[config.mk]
export PLATFORM = sky130hd
export DESIGN_NAME = uart_rx_fifo
export DESIGN_NICKNAME = d
export VERILOG_FILES = /design/src/rtl/uart_pkg.sv /design/src/rtl/uart_fifo_mem.sv /design/src/rtl/uart_rx_fifo.sv
export SDC_FILE = /design/constraint.sdc
export NUM_CORES = 1
export LEC_CHECK = 0
export BUFFER_PORTS_ARGS = -buffer_cell sky130_fd_sc_hd__buf_2
export CORE_ASPECT_RATIO = 1.1
export CORE_MARGIN = 10
export CORE_UTILIZATION = 55
export CTS_BUF_LIST = sky130_fd_sc_hd__clkbuf_8
export CTS_CLUSTER_SIZE = 40
export DETAILED_ROUTE_END_ITERATION = 10
export PLACE_DENSITY_LB_ADDON = 0.25
export SLEW_MARGIN = 20
export SYNTH_ARGS = -nofsm -noshare
export SYNTH_HDL_FRONTEND = slang
export SYNTH_SLANG_ARGS = --single-unit
[constraint.sdc]
create_clock -name clk -period 4.7 [get_ports clk]
set_input_delay 0.94 -clock clk [delete_from_list [all_inputs] [get_ports clk]]
set_output_delay 0.94 -clock clk [all_outputs]
set_load 0.02 [all_outputs]
[src/rtl/uart_pkg.sv]
// Shared UART definitions used by uart_rx, uart_tx and uart_rx_fifo.
package uart_pkg;
    localparam int UART_DATA_W = 8;
    typedef logic [UART_DATA_W-1:0] uart_byte_t;
endpackage

[src/rtl/uart_fifo_mem.sv]
// Byte storage for uart_rx_fifo: one synchronous write port, one async read port.
module uart_fifo_mem
    import uart_pkg::*;
#(
    parameter  int DATA_W = UART_DATA_W,
    parameter  int DEPTH  = 16,
    localparam int ADDR_W = $clog2(DEPTH)
) (
    input  logic              clk,
    input  logic              we,
    input  logic [ADDR_W-1:0] waddr,
    input  logic [DATA_W-1:0] wdata,
    input  logic [ADDR_W-1:0] raddr,
    output logic [DATA_W-1:0] rdata
);

    logic [DATA_W-1:0] mem_q [DEPTH];

    // Contents are not reset; the pointers decide what is valid.
    always_ff @(posedge clk) begin
        if (we) begin
            mem_q[waddr] <= wdata;
        end
    end

    assign rdata = mem_q[raddr];

endmodule

[src/rtl/uart_rx_fifo.sv]
// First-word fall-through byte queue between UART receiver and transmitter.
// Define UART_RX_FIFO_STATS_EN to add drop_count and max_count outputs.
module uart_rx_fifo
    import uart_pkg::*;
#(
    parameter  int DATA_W = UART_DATA_W,
    parameter  int DEPTH  = 16,
    localparam int ADDR_W = $clog2(DEPTH)
) (
    input  logic              clk,
    input  logic              rst_n,
    input  logic [DATA_W-1:0] wr_data,
    input  logic              wr_valid,
    output logic [DATA_W-1:0] rd_data,
    output logic              rd_valid,
    input  logic              rd_ready,
    output logic [ADDR_W:0]   count,
    output logic              full,
    output logic              empty,
    output logic              overflow,
`ifdef UART_RX_FIFO_STATS_EN
    output logic [7:0]        drop_count,
    output logic [ADDR_W:0]   max_count,
`endif
    input  logic              clr_overflow
);

    localparam logic [ADDR_W:0] PTR_ONE  = 1;
    localparam logic [ADDR_W:0] FULL_CNT = (ADDR_W+1)'(DEPTH);

    logic [ADDR_W:0] wr_ptr_q, wr_ptr_d;
    logic [ADDR_W:0] rd_ptr_q, rd_ptr_d;
    logic            overflow_q, overflow_d;
    logic            push, pop, drop;

    // The extra pointer MSB separates full from empty.
    assign count    = wr_ptr_q - rd_ptr_q;
    assign empty    = (wr_ptr_q == rd_ptr_q);
    assign full     = (count == FULL_CNT);
    assign rd_valid = !empty;
    assign overflow = overflow_q;

    assign pop  = rd_valid && rd_ready;
    assign push = wr_valid && (!full || pop);
    assign drop = wr_valid && full && !pop;

    always_comb begin
        wr_ptr_d   = wr_ptr_q;
        rd_ptr_d   = rd_ptr_q;
        overflow_d = overflow_q;
        if (push) begin
            wr_ptr_d = wr_ptr_q + PTR_ONE;
        end
        if (pop) begin
            rd_ptr_d = rd_ptr_q + PTR_ONE;
        end
        if (drop) begin
            overflow_d = 1'b1;
        end else if (clr_overflow) begin
            overflow_d = 1'b0;
        end
    end

    always_ff @(posedge clk or negedge rst_n) begin
        if (!rst_n) begin
            wr_ptr_q   <= '0;
            rd_ptr_q   <= '0;
            overflow_q <= 1'b0;
        end else begin
            wr_ptr_q   <= wr_ptr_d;
            rd_ptr_q   <= rd_ptr_d;
            overflow_q <= overflow_d;
        end
    end

`ifdef UART_RX_FIFO_STATS_EN
    logic [7:0]      drop_cnt_q, drop_cnt_d;
    logic [ADDR_W:0] max_cnt_q, max_cnt_d;
    logic [ADDR_W:0] count_d;

    assign count_d    = wr_ptr_d - rd_ptr_d;
    assign drop_count = drop_cnt_q;
    assign max_count  = max_cnt_q;

    always_comb begin
        drop_cnt_d = drop_cnt_q;
        max_cnt_d  = max_cnt_q;
        if (drop) begin
            if (drop_cnt_q != 8'hFF) begin
                drop_cnt_d = drop_cnt_q + 8'd1;
            end
        end else if (clr_overflow) begin
            drop_cnt_d = '0;
        end
        if (clr_overflow) begin
            max_cnt_d = '0;
        end else if (count_d > max_cnt_q) begin
            max_cnt_d = count_d;
        end
    end

    always_ff @(posedge clk or negedge rst_n) begin
        if (!rst_n) begin
            drop_cnt_q <= '0;
            max_cnt_q  <= '0;
        end else begin
            drop_cnt_q <= drop_cnt_d;
            max_cnt_q  <= max_cnt_d;
        end
    end
`endif

    uart_fifo_mem #(
        .DATA_W (DATA_W),
        .DEPTH  (DEPTH)
    ) u_mem (
        .clk   (clk),
        .we    (push),
        .waddr (wr_ptr_q[ADDR_W-1:0]),
        .wdata (wr_data),
        .raddr (rd_ptr_q[ADDR_W-1:0]),
        .rdata (rd_data)
    );

endmodule
==> summary.txt <==
Synthesis
  – Syn. warnings: 0
  – Syn nets: 338
  – Flop and latch count out of synthesis: 139
  – Sequential fraction of the synthesis area: 71.4%
  – Largest area contributor in the netlist: edfxtp_1
  – Distinct cell type count after synthesis: 41
  – Largest cells by area after synthesis: edfxtp_1 (67%), mux4_2 (12%), dfrtp_1 (4.8%), nand2_1 (2.6%), ha_1 (2.0%)
  – Cells after synthesis: 315
  – Synth top area share: 66.6%
  – Post-synth EDFFs: 128
  – Syn_area_per_cell: 18.3 um2
  – Post-synthesis async set-or-reset flop share: 7.91%
  – Top FF cell, synth: edfxtp_1
  – Post-Syn Area: 5770 um2

STA
  – Post-layout min period: 3610 ps
  – Fin. max-slew vios: 0
  – Tcrit/Tclk final: 76.9%
  – Final setup TNS: 0 ps
  – Final WS setup: 1090 ps
  – Hold Vio Cnt, Final: 0
  – Fin Clk Skew: 11.1 ps
  – Fmax: 277 MHz
  – RSZ-0062 raised after global routing: no
  – Setup-failing EPs final: 0
  – Worst slew pin tran: 971 ps
  – Slew HR: 34.7%

Drt
  – Detailed-route wire length: 11800 um
  – Post-DRT Antenna Nets: 0
  – WL/cell: 22.8 um
  – Remaining DRCs: 0
  – Initial DRC count: 193
  – First-pass detailed-route iteration total: 4
  – Via-per-instance ratio: 5.77
  – DR vias: 2989

Die
  – Rows: 39
  – Initial Utilization: 55.8%
  – Die Width: 118 um
  – IO Count: 30
  – Die Height: 127 um
  – Core area: 10300 um2
  – Die area: 15000 um2

Place
  – Placed cells: 486
  – Port Buf Inserts: 29
  – Final HPWL from detailed placement: 7770 um
  – Gpl congestion: 0.838
  – Place WS: 1540 ps

Clock network
  – H-tree depth: 4
  – CTS tree: yes
  – Num CTS Buffers: 17
  – Register clock-pin slew on the reported worst setup and hold paths: 80 ps
  – Cts hold-fix bufs: 0
  – Clk root buf: clkbuf_8
  – # Post-CTS Setup Buffers: 0
  – Clock sink count: 139
  – Cts repair resizes: 0
  – Worst skew pair latency: 420 ps
  – CTS max path bufs: 2

Job
  – MaxCap Viol Count: 0

Worst setup path
  – Setup CP Type: flip-flop to primary output
  – Cell Chain, Critical Path: inv_1 -> ha_1 -> inv_1 -> fa_1 -> xor2_1 -> nor3_1 -> o2111ai_4 -> inv_4 -> buf_2
  – Arr. time, crit path: 2670 ps
  – Crit-path max FO: 5
  – R2R setup slack: 1580 ps
  – Worst Setup Start Kind: flip-flop
  – Cell mode on critical path: inv_1
  – Slowest stage delay, CP: 450 ps
  – Critical-path cell with the highest stage delay: dfrtp_1
  – CP required: 3760 ps
  – Critical Path End Type: primary output

Power and ir drop
  – Gate power share: 40.0%
  – Internal: 2640 uW
  – Pwr Total: 4160 uW
  – Switching share of total power: 36.7%
  – Leakage: 0.00225 uW
  – Clock share of power: 21.2%
  – Worst vdd ir: 393 uV
  – Sw power: 1530 uW
  – Power density over cell area: 642 nW/um2
  – Sequential share of power: 38.8%

Layout
  – Nets: 385
  – Most frequent cells in the layout: edfxtp_1 (128), nand2_1 (40), mux4_2 (32)
  – Finished Layout Cells: 518
  – Fraction of layout cells with a size suffix above 1: 30.1%
  – Storage element area: 4120 um2
  – Area growth syn-to-layout: 12.4%
  – Inserted Diodes: 0
  – Final design utilization: 62.7%
  – Multi-input logic area: 1530 um2
  – Fillcell total: 781
  – Commonest non-fill, non-tap cell in the layout: edfxtp_1

GRT
  – Grt total ovfl: 0
  – Number of global-route vias before repair: 3188
  – Pin count of the biggest net entering global routing: 36
  – Initial antenna violation count: 0
  – GRT Total Usage: 16.6%
  – First-pass GRT wire length: 18700 um

Outcome
  – Outcome: completed

Min path
  – Hold Path Class: input port to async pin
## stage by stage
stage / cell area (um2) / hold WS (ps)
after floorplan: 5770 / 460
after global placement: 6120 / 475
after detailed placement: 6120 / 486
after CTS: 6490 / 366
after global routing: 6490 / 370
final: 6490 / 378
## path summary, 6_finish.rpt
path	startpoint	end	depth (start not counted)
worst max-delay path	wr_ptr_q[0]	full	9
worst min-delay path	rst_n	wr_ptr_q[0]	1
worst max register to register	rd_ptr_q[2]	u_mem.mem_q[2][1]	7
worst min register to register	wr_ptr_q[4]	wr_ptr_q[4]	1
max in group asynchronous	rst_n	rd_ptr_q[0]	1
min in group clk	wr_ptr_q[4]	wr_ptr_q[4]	1
## logic make-up (layout without fill, tap and decap cells)
family | count (synthesis) | count (layout) | share of synthesized area (%)
fa+ha+maj | 10 | 10 | 2.30
flops | 139 | 139 | 71.4
compound gates | 19 | 19 | 2.73
buf+inv | 25 | 85 | 2.34
mux | 33 | 33 | 12.7
xor+xnor | 10 | 10 | 1.52
simple gates | 79 | 79 | 7.05
## cell usage after synthesis (4+ instances only)
cell type,number
and2_1,4
xnor2_1,6
nor3_1,4
inv_1,7
mux4_2,32
edfxtp_1,128
and3_1,9
nor3b_1,6
nor4_1,4
nand2_1,40
xor2_1,4
a31oi_1,8
ha_1,9
dfrtp_1,11
## registers in the layout (all words and copies together) (netlist names)
register     flops
u_mem.mem_q    128
rd_ptr_q         5
wr_ptr_q         5
overflow         1
## metal layers
metal | track usage (%) | routed length [um] | up-vias
li1 | - | - | 1335
met1 | 20.5 | 4700 | 1520
met2 | 27.9 | 6140 | 115
met3 | 4.05 | 730 | 19
met4 | 6.11 | 244 | 0
met5 | 0 | 0 | -
## critical path, delay by kind of cell (launching register included)
kind | cells | cell delay [ps]
and+or+nand+nor | 1 | 310
buffers and inverters | 4 | 490
DFF | 1 | 450
AOI/OAI and AO/OA | 1 | 250
adders and majority gates | 2 | 570
xor gates and xnor gates | 1 | 180
## final cells by class
cell class	count	share of cell area, %
Sequential cell	139	63.5
Multi-Input combinational cell	151	23.6
Timing Repair Buffer	43	3.86
Clock buffer	17	3.61
Tap cell	143	2.76
Clock inverter	15	2.08
Inverter	10	0.617
## power by group through the flow
stage | combinational (uW) | clock [uW] | sequential, uW
after floorplan | 1250 | 0 | 1590
after global placement | 1670 | 0 | 1630
after detailed placement | 1680 | 0 | 1640
after CTS | 1690 | 898 | 1610
after global routing | 1810 | 951 | 1630
final | 1660 | 883 | 1620
Power figures use the tool's default switching activity.
